===== src/rtl/reset_seq_pkg.sv =====
// Shared types for the reset-source sequencer: FSM state encoding and select values.
package reset_seq_pkg;

  typedef enum logic [2:0] {
    IDLE    = 3'd0,
    ASSERT  = 3'd1,
    SWITCH  = 3'd2,
    SETTLE  = 3'd3,
    RELEASE = 3'd4
  } state_t;

  localparam logic SEL_A = 1'b1;
  localparam logic SEL_B = 1'b0;

endpackage


===== src/rtl/reset_sync_2ff.sv =====
// Two-flop reset-deassertion synchroniser: asynchronous clear, synchronous flush,
// output rises on the second CLK edge after clr_n is released.
module reset_sync_2ff (
  input  logic CLK,
  input  logic clr_n,
  input  logic flush,
  output logic sync_n
);

  logic [1:0] ff;

  always_ff @(posedge CLK or negedge clr_n) begin
    if (!clr_n) begin
      ff <= 2'b00;
    end else if (flush) begin
      ff <= 2'b00;
    end else begin
      ff <= {ff[0], 1'b1};
    end
  end

  assign sync_n = ff[1];

endmodule


===== src/rtl/reset_source_sequencer.sv =====
// Glitch-free switch of the output reset between source A and source B.
// Optional RELEASE timeout with sticky ERR is enabled by defining RESET_SEQ_TIMEOUT_EN.
module reset_source_sequencer
  import reset_seq_pkg::*;
#(
  parameter int HOLD_CYCLES    = 4,
  parameter int SETTLE_CYCLES  = 8,
  parameter int CNT_W          = 8,
  parameter int TIMEOUT_CYCLES = 255
) (
  input  logic CLK,
  input  logic RST_N,
  input  logic REQ_VALID,
  input  logic REQ_SEL,
  output logic REQ_READY,
  input  logic A_RST_N,
  input  logic B_RST_N,
  output logic SEL,
  output logic RST_N_OUT,
  output logic BUSY,
  output logic DONE,
  output logic ERR
);

  localparam logic [CNT_W-1:0] HOLD_LAST   = CNT_W'(HOLD_CYCLES - 1);
  localparam logic [CNT_W-1:0] SETTLE_LAST = CNT_W'(SETTLE_CYCLES - 1);

  function automatic logic [CNT_W-1:0] sat_inc(input logic [CNT_W-1:0] v);
    return (v == {CNT_W{1'b1}}) ? v : v + CNT_W'(1);
  endfunction

  state_t           state_q, state_d;
  logic [CNT_W-1:0] cnt_q, cnt_d;
  logic             sel_q;
  logic             req_sel_q;
  logic             gate_q;
  logic             accept;
  logic             flush;
  logic             done_c;
  logic             err_set;
  logic             src_n;
  logic             sync_n;

  assign accept = REQ_VALID && (state_q == IDLE);
  assign src_n  = (sel_q == SEL_A) ? A_RST_N : B_RST_N;

  // Source assertion clears the synchroniser asynchronously; release is re-timed to CLK.
  reset_sync_2ff u_sync (
    .CLK    (CLK),
    .clr_n  (RST_N & src_n),
    .flush  (flush),
    .sync_n (sync_n)
  );

  always_comb begin
    state_d = state_q;
    cnt_d   = cnt_q;
    flush   = 1'b0;
    done_c  = 1'b0;
    err_set = 1'b0;
    case (state_q)
      IDLE: begin
        if (accept) begin
          state_d = ASSERT;
          cnt_d   = '0;
        end
      end
      ASSERT: begin
        cnt_d = sat_inc(cnt_q);
        if (cnt_q == HOLD_LAST) state_d = SWITCH;
      end
      SWITCH: begin
        flush   = 1'b1;
        cnt_d   = '0;
        state_d = SETTLE;
      end
      SETTLE: begin
        // Synchroniser held empty so release timing starts fresh on RELEASE entry.
        flush = 1'b1;
        cnt_d = sat_inc(cnt_q);
        if (cnt_q == SETTLE_LAST) begin
          state_d = RELEASE;
          cnt_d   = '0;
        end
      end
      RELEASE: begin
        if (sync_n) begin
          done_c  = 1'b1;
          state_d = IDLE;
        end else begin
`ifdef RESET_SEQ_TIMEOUT_EN
          cnt_d = sat_inc(cnt_q);
          if (cnt_q == CNT_W'(TIMEOUT_CYCLES - 1)) begin
            err_set = 1'b1;
            state_d = IDLE;
          end
`endif
        end
      end
      default: begin
        state_d = IDLE;
        cnt_d   = '0;
      end
    endcase
  end

  // Control state
  always_ff @(posedge CLK or negedge RST_N) begin
    if (!RST_N) begin
      state_q <= IDLE;
      cnt_q   <= '0;
      sel_q   <= SEL_B;
      gate_q  <= 1'b1;
    end else begin
      state_q <= state_d;
      cnt_q   <= cnt_d;
      gate_q  <= (state_d == IDLE) || (state_d == RELEASE);
      if (state_q == SWITCH) sel_q <= req_sel_q;
    end
  end

  always_ff @(posedge CLK) begin
    if (accept) req_sel_q <= REQ_SEL;
  end

`ifdef RESET_SEQ_TIMEOUT_EN
  logic err_q;

  always_ff @(posedge CLK or negedge RST_N) begin
    if (!RST_N) begin
      err_q <= 1'b0;
    end else if (err_set) begin
      err_q <= 1'b1;
    end
  end

  assign ERR = err_q;
`else
  localparam int unused_timeout_cycles = TIMEOUT_CYCLES;
  logic unused_err_set;
  assign unused_err_set = err_set;
  assign ERR = 1'b0;
`endif

  // Output gate is registered so a state change cannot glitch RST_N_OUT high.
  assign RST_N_OUT = gate_q & sync_n & src_n;
  assign DONE      = done_c;
  assign SEL       = sel_q;
  assign REQ_READY = (state_q == IDLE);
  assign BUSY      = (state_q != IDLE);

endmodule


===== config.mk =====
export PLATFORM = sky130hd
export DESIGN_NAME = reset_source_sequencer
export DESIGN_NICKNAME = d
export VERILOG_FILES = /design/src/rtl/reset_seq_pkg.sv /design/src/rtl/reset_sync_2ff.sv /design/src/rtl/reset_source_sequencer.sv
export SDC_FILE = /design/constraint.sdc
export NUM_CORES = 1
export LEC_CHECK = 0
export CAP_MARGIN = 10
export CORE_MARGIN = 5
export CORE_UTILIZATION = 30
export CTS_BUF_LIST = sky130_fd_sc_hd__clkbuf_8
export CTS_CLUSTER_SIZE = 25
export DETAILED_ROUTE_END_ITERATION = 8
export PLACE_DENSITY = 0.47
export SETUP_SLACK_MARGIN = 0.2
export SKIP_LAST_GASP = 1
export SYNTH_ARGS = -nofsm -noshare
export SYNTH_HDL_FRONTEND = slang
export SYNTH_SLANG_ARGS = --single-unit

===== constraint.sdc =====
create_clock -name CLK -period 2.89 [get_ports CLK]
set_input_delay 0.7225 -clock CLK [delete_from_list [all_inputs] [get_ports CLK]]
set_output_delay 0.7225 -clock CLK [all_outputs]
set_load 0.02 [all_outputs]

# After elaboration in Yosys (flattened, before gate mapping)
# Index checks and enable logic that the tools add are counted.
# word_totals
elab_cells	41
out_inout_bits	6
in_bits	6
ff_bits	16
# classes
add_sub_neg	1
eq_ne	9
bitwise	4
reduce_logical	7
n_mux	14
# ops
operator	n
8-bit one-hot mux with 4 select lines	1
8-bit two-way mux	3
3-bit one-hot mux with 5 select lines	1
3-bit two-way mux	4
8-bit by 1-bit adder with 8-bit output (second input constant)	1
8-bit by 2-bit == test with 1-bit output (second input constant)	1
8-bit by 3-bit == test with 1-bit output (second input constant)	1
8-bit == test (second input constant)	1
3-bit by 2-bit == test with 1-bit output (second input constant)	2
3-bit == test (second input constant)	2
3-bit logical NOT	2
1-bit two-way mux	4
1-bit AND	3
3-bit by 1-bit == test with 1-bit output (second input constant)	1
3-bit nonzero test	1
2-bit two-way mux	1
2-bit by 1-bit inequality test with 1-bit output (second input constant)	1
2-bit AND reduction	1
2-bit OR reduction	1
1-bit logical AND	1
1-bit logical OR	1
1-bit inverter	1

# Depth between registers and ports, before layout
# Gate-level depths: netlist of run 1.
# depth
depth_word	6
ltp_mapped	6
ltp_nobuf	5

# Cells and area by module
# A second synthesis of run 1 with hierarchy kept.
# hier_totals
hier_cells	93
hier_area_um2	884.6
# by_module_without_submodules
module	cells_per_inst	seq_area_each_um2	area_each_um2	instances
reset_source_sequencer	89	356.6	824.5	1
reset_sync_2ff	4	50.0	60.1	1

# Worst setup path before layout of run 1
# No wires, ideal clock.
# synth_path
path_type	input to output
startpoint	input A_RST_N
endpoint	output RST_N_OUT
n_path_buf	0
t_arrival_ns	1.214
path_stages	2
setup_slack_ns	0.954
cell_sequence	mux2_2 > and3_1
# synth_via
elab_chain_len	2
# synth_lines
item	line	text
start, declared	reset_source_sequencer.sv:16	input logic A_RST_N,
1-bit two-way mux	reset_source_sequencer.sv:45	assign src_n = (sel_q == SEL_A) ? A_RST_N : B_RST_N;
1-bit AND	reset_source_sequencer.sv:146	assign RST_N_OUT = gate_q & sync_n & src_n;
end, declared	reset_source_sequencer.sv:19	output logic RST_N_OUT,
# Every way passes these cells.

# Worst setup path in the final report of run 1
# layout_path
startpoint	input B_RST_N
endpoint	output RST_N_OUT
# layout_via
elab_chain_len	2
# layout_lines
item	line	text
start, declared	reset_source_sequencer.sv:17	input logic B_RST_N,
1-bit two-way mux	reset_source_sequencer.sv:45	
1-bit AND	reset_source_sequencer.sv:146	
# Every way passes these cells.

==> results by group, run 1 <==
Detailed routing
  – ANT nets after route: 0
  – DR vias: 710
  – Initial DRC count: 18
  – Via density: 5.338
  – Avg WL per Cell: 13.96 um
  – Routed wire length: 1857 um
  – First drt pass iteration count: 4
  – # DRC: 0

Power
  – Leak Pwr: 0.4678 nW
  – Peak VDD IR: 0.2452 mV
  – Power Density: 423.2 mW/mm2

Synth
  – Post-synthesis xor/xnor area fraction: 0.009929
  – Avg Cell Area, Syn: 9.588 um2
  – Flops & latches, synth: 16
  – YS warnings: 0
  – Cell Area, Synth: 882.1 um2
  – Post-synth EDFFs: 1
  – Post-synthesis cell type count: 40
  – Post-Synth Simple-Gate Area: 0.2468
  – Fraction of registers with async set/reset: 0.9375
  – Syn_nets: 99
  – Synth Area in Adders: 0.01418
  – Mux contribution to synthesized area: 0.04823
  – Sequential area share after synthesis: 0.4610
  – Largest family of logic cells by synthesized area: simple AND/OR/NAND/NOR gates
  – Syn Inst Count: 92
  – Most common flop cell mapped by yosys: dfrtp_1
  – Post-synthesis compound-gate area fraction: 0.1546

Critical path
  – Crit path DAT: 1.86 ns
  – Critical Path Start Type: input pin
  – Max stage delay on crit path: 0.40 ns
  – Crit. End Element: output pin
  – Slowest cell on the critical path: clkdlybuf4s50_1
  – Worst Reg-to-Reg Cells: 4
  – CP Launch Point: B_RST_N
  – Critical Path Fanout Max: 2
  – CP Class: input pin to output pin
  – FF-to-FF Start: cnt_q[7]
  – CP cell instances: clkdlybuf4s50_1 > mux2_2 > and3_1 > dlygate4sd2_1
  – CP required: 2.17 ns

Timing
  – Peak Freq: 386.7 MHz
  – Unrepaired setup endpoints after global routing: false
  – Clock Skew: 0.007906 ns
  – Final Max Slew Viols: 0
  – Final setup viols: 0
  – Max_slew headroom: 0.5786
  – Setup TNS: 0 ns
  – Worst-Margin Slew: 0.6301 ns
  – Final Hold Vio Count: 0
  – Final Cycle Share: 0.8947
  – Shortest period the worst path allows: 2.586 ns

Clocking
  – Num CTS Buffers: 3
  – PostCTS Resize Cnt: 1
  – CTS Sinks: 16
  – Clock Latency Late Sink: 0.26 ns
  – Post-CTS Setup Bufs: 0
  – Cts hold-fix bufs: 0
  – CTS max path bufs: 2
  – Root Buffer: clkbuf_8
  – Clock-pin slew on the worst setup and hold paths: 0.06 ns
  – H-tree levels: 1
  – CTS tree: done

Die
  – Initial Utilization: 0.3171
  – Die Height: 64.23 um
  – Ports: 12
  – FP Rows: 19
  – Die W: 64.23 um
  – Die ar.: 0.004125 mm2
  – Core Area: 0.002781 mm2

Place
  – Input/output buffers: 10
  – Cells after DPL: 129
  – Routability Congestion: 0.7508
  – Dpl hpwl: 1321 um

Run
  – Max cap viols: 0

Layout
  – # nets final: 110
  – Layout area overhead: 19.15%
  – Fin cells: 133
  – Layout cells sized above 1: 0.1176
  – Ant diodes: 0

Global route
  – Total gr overflow: 0
  – First-pass GRT wire length: 3215 um
  – Initial antenna violation count: 0
  – Vias in the first global route: 683
  – Largest net degree at the start of global routing: 15
  – All-layer global routing usage: 0.09783

Status
  – Status: finished, final reports clean

Min path
  – Worst Hold Class: register to async pin
## layout make-up
class                      count  area (um2)
timing repair buffer          11       106.4
inverter                       6       22.52
clock buffer                   4       55.05
fill                         280        1730
tap                           31       38.79
multi-input combinational     65       421.7
sequential                    16       406.6
## state kept, by name, indices dropped and copies added, names as in the netlist
signal	flops
state_q	3
SEL	1
cnt_q	8
req_sel_q	1
gate_q	1
u_sync.ff	2
## worst paths after layout
kind,to,slack [ns]
min in group CLK,u_sync.ff[1],0.46
min,u_sync.ff[0],0.35
max reg2reg,cnt_q[5],0.88
max,RST_N_OUT,0.30
max in group asynchronous,u_sync.ff[1],1.50
min reg2reg,u_sync.ff[0],0.35
## critical path: cells and delay by family
family	cells	cell delay, ns
buffers and inverters	2	0.71
muxes	1	0.26
and+or+nand+nor	1	0.17
## metrics by stage
step | total power (W) | util | worst slack [ns] | hold slack (ns) | instance area, um2
3_5_place_dp | 0.0002451 | 0.3585 | 0.07738 | 0.3541 | 997.2
5_1_grt | 0.0004601 | 0.3779 | 0.2653 | 0.4056 | 1051
3_3_place_gp | 0.0002453 | 0.3585 | 0.08588 | 0.3467 | 997.2
4_1_cts | 0.0004530 | 0.3779 | 0.2988 | 0.3608 | 1051
2_1_floorplan | 0.0002348 | - | 0.9535 | 0.4269 | 882.1
6_report | 0.0004448 | 0.3779 | 0.3042 | 0.3489 | 1051
## cell usage in the layout, fill, tap and decap left out, types with 2 or more instances in the layout
cell	count
nor2_1	9
and2_1	3
nand2_1	5
inv_1	6
or3_1	2
nand2b_1	3
or4_1	2
mux2i_1	2
dfrtp_1	14
clkbuf_8	4
o21ai_0	3
nand3_1	3
a21oi_1	5
nand4_1	2
and3_1	2
clkdlybuf4s50_1	9
mux2_2	2
nor3_1	3
o31ai_2	2
## kinds of logic (layout without fill, tap and decap cells)
logic type	count (synthesis)	after routing
simple gates	40	40
other cells	1	1
buf+inv	11	21
mux	4	4
fa+ha+maj	1	1
xor+xnor	1	1
compound gates	18	18
flops	16	16
## routing by layer
metal | wire length, um | global-route usage | part of all wire | vias up
met5 | 0 | 0 | 0 | -
met4 | 25 | 0.04071 | 0.013 | 0
met3 | 137 | 0.03853 | 0.074 | 4
met2 | 806 | 0.1520 | 0.43 | 18
met1 | 887 | 0.1204 | 0.48 | 343
li1 | - | - | - | 345
## report_power, final
part,internal [W],switching (W)
combinational,0.00000729,0.00000729
clock,0.000121,0.0000832
sequential,0.000226,0
total,0.000354,0.0000905
## cells in the mapped netlist, drive strengths merged (2+ instances only)
cell,n,area share
and2,3,0.021
o31ai,2,0.028
clkbuf,2,0.0085
nor2,9,0.038
mux2i,2,0.023
nand3,3,0.017
inv,6,0.026
buf,3,0.027
and3,2,0.014
o21ai,4,0.035
nand4,2,0.014
or3,3,0.023
nor3,3,0.017
a21oi,5,0.028
mux2,2,0.026
nand2,5,0.021
or4,2,0.017
nand2b,3,0.021
dfrtp,14,0.40
Power figures use the tool's default switching activity.
==> run 2: changes to the inputs <==
--- a/config.mk
+++ b/config.mk
@@ -12,6 +12,7 @@
 export CTS_CLUSTER_SIZE = 25
 export DETAILED_ROUTE_END_ITERATION = 8
 export PLACE_DENSITY = 0.47
+export RECOVER_POWER = 25
 export SETUP_SLACK_MARGIN = 0.2
 export SKIP_LAST_GASP = 1
 export SYNTH_ARGS = -nofsm -noshare
==> run 2 against run 1 <==
Via count unchanged. Setup slack unchanged. Hold slack unchanged. Register-to-register slack about the same. Die area unchanged.
==> results by group, run 2 (synthesis gave the netlist of run 1 again) <==
Timing
  – Final Hold Vio Count: 0 (unchanged)
  – Final Cycle Share: 0.8947 (unchanged)
  – Max_slew headroom: 0.5744 (-0.004249)
  – Clock Skew: 0.007906 ns (unchanged)
  – Setup TNS: 0 ns (unchanged)
  – Shortest period the worst path allows: 2.586 ns (unchanged)
  – Unrepaired setup endpoints after global routing: false
  – Worst-Margin Slew: 0.6364 ns (+0.006248 ns)
  – Peak Freq: 386.7 MHz (unchanged)
  – Final Max Slew Viols: 0 (unchanged)
  – Final setup viols: 0 (unchanged)

Critical path
  – Crit. End Element: output pin
  – Critical Path Start Type: input pin
  – Crit path DAT: 1.86 ns (about the same)
  – FF-to-FF Start: cnt_q[7]
  – Critical Path Fanout Max: 2 (unchanged)
  – CP Class: input pin to output pin
  – CP required: 2.17 ns (about the same)
  – CP Launch Point: B_RST_N

Power
  – Leak Pwr: 0.4683 nW (+0.11%)
  – Power Density: 422.7 mW/mm2 (-0.12%)
  – Peak VDD IR: 0.2451 mV (about the same)

Layout
  – Max FFs per register: 8 (unchanged)
  – Layout area overhead: 19.15% (unchanged)
  – # nets final: 110 (unchanged)
  – Biggest regs: cnt_q (8), state_q (3), u_sync.ff (2)
  – Post-layout util: 0.3779 (unchanged)
  – Multi-input logic area: 421.7 um2 (unchanged)
  – Design Area, Final: 0.001051 mm2 (unchanged)
  – Reg area: 406.6 um2 (unchanged)
  – Fillers: 280 (unchanged)
  – Biggest register: cnt_q
  – Layout cells sized above 1: 0.1176 (unchanged)
  – Ant diodes: 0 (unchanged)
  – Most common cell after layout, fill and taps aside: dfrtp_1
  – Commonest non-fill, non-tap cells in the layout: 14 x dfrtp_1, 9 x nor2_1, 7 x clkdlybuf4s50_1, 6 x inv_1

Clocking
  – CTS tree: done
  – Cts hold-fix bufs: 0 (unchanged)
  – Clock Latency Late Sink: 0.26 ns (about the same)
  – Clock-pin slew on the worst setup and hold paths: 0.06 ns (about the same)
  – H-tree levels: 1 (unchanged)
  – CTS max path bufs: 2 (unchanged)
  – Root Buffer: clkbuf_8
  – CTS Sinks: 16 (unchanged)
  – Num CTS Buffers: 3 (unchanged)

Die
  – Die W: 64.23 um (unchanged)
  – Core Area: 0.002781 mm2 (unchanged)
  – Initial Utilization: 0.3171 (unchanged)
  – Die Height: 64.23 um (unchanged)
  – Ports: 12 (unchanged)
  – Die ar.: 0.004125 mm2 (unchanged)
  – FP Rows: 19 (unchanged)

Min path
  – Worst Hold Class: register to async pin

Place
  – Input/output buffers: 10 (unchanged)
  – Area after DPL: 997.2 um2 (unchanged)
  – Dpl hpwl: 1321 um (unchanged)
  – Routability Congestion: 0.7508 (unchanged)

Global route
  – All-layer global routing usage: 0.09783 (unchanged)
  – Total gr overflow: 0 (unchanged)
  – Vias in the first global route: 683 (unchanged)
  – First-pass GRT wire length: 3215 um (unchanged)
  – Largest net degree at the start of global routing: 15 (unchanged)
  – Initial antenna violation count: 0 (unchanged)

Detailed routing
  – Routed wire length: 1856 um (about the same)
  – DR vias: 710 (unchanged)
  – Avg WL per Cell: 13.95 um (about the same)
  – First drt pass iteration count: 4 (unchanged)
  – # DRC: 0 (unchanged)
  – Initial DRC count: 18 (unchanged)
  – ANT nets after route: 0 (unchanged)
  – Via density: 5.338 (unchanged)

Status
  – Status: finished, final reports clean

Run
  – Max cap viols: 0 (unchanged)
-- run 2: changes by cell type in the layout (fill, tap and decap cells not counted) --
cell	change
clkdlybuf4s50_1	-2
dlygate4sd3_1	+2
-- run 2: area by class of cell --
class                           instances  area share
Multi-Input combinational cell         65      0.4012
Clock buffer                            4     0.05238
Inverter                                6     0.02143
Timing Repair Buffer                   11      0.1012
Tap cell                               31     0.03690
Sequential cell                        16      0.3869
-- run 2: critical path, cell delays in order --
cell             delay, ns
clkdlybuf4s50_1       0.40
mux2_2                0.26
and3_1                0.17
dlygate4sd2_1         0.31
-- run 2: through the flow --
stage	total power (W)	setup WS, ns	hold slack [ns]	std cells
4_1_cts	0.0004530	0.2988	0.3608	133
5_1_grt	0.0004596	0.2653	0.4056	133
2_1_floorplan	0.0002348	0.9535	0.4269	92
6_report	0.0004442	0.3042	0.3489	133
3_3_place_gp	0.0002453	0.08588	0.3467	129
3_5_place_dp	0.0002451	0.07738	0.3541	129
-- run 2: repair_timing --
action                                  4_1_cts  5_1_grt
gates resized for setup                       1        0
buffers inserted                              0        0
endpoints found under the setup margin        1        0
-- run 2: final timing paths --
| path | to | slack [ns] | cells after the start |
|---|---|---|---|
| worst max-delay path | RST_N_OUT | 0.30 | 4 |
| min in group CLK | u_sync.ff[1] | 0.46 | 1 |
| max in group asynchronous | u_sync.ff[1] | 1.43 | 2 |
| worst min register to register | u_sync.ff[0] | 0.35 | 2 |
| worst max register to register | cnt_q[5] | 0.88 | 4 |
| worst min-delay path | u_sync.ff[0] | 0.35 | 2 |
-- run 2: where the power goes --
group          internal (W)  switching, W
Clock              0.000121     0.0000832
Sequential         0.000226             0
Combinational    0.00000675    0.00000729
-- run 2: metal layers --
metal	track usage	wire, um	up-vias
met5	0	0	-
met4	0.04071	25	0
met3	0.03853	137	4
met2	0.1520	805	18
met1	0.1204	887	343
li1	-	-	345
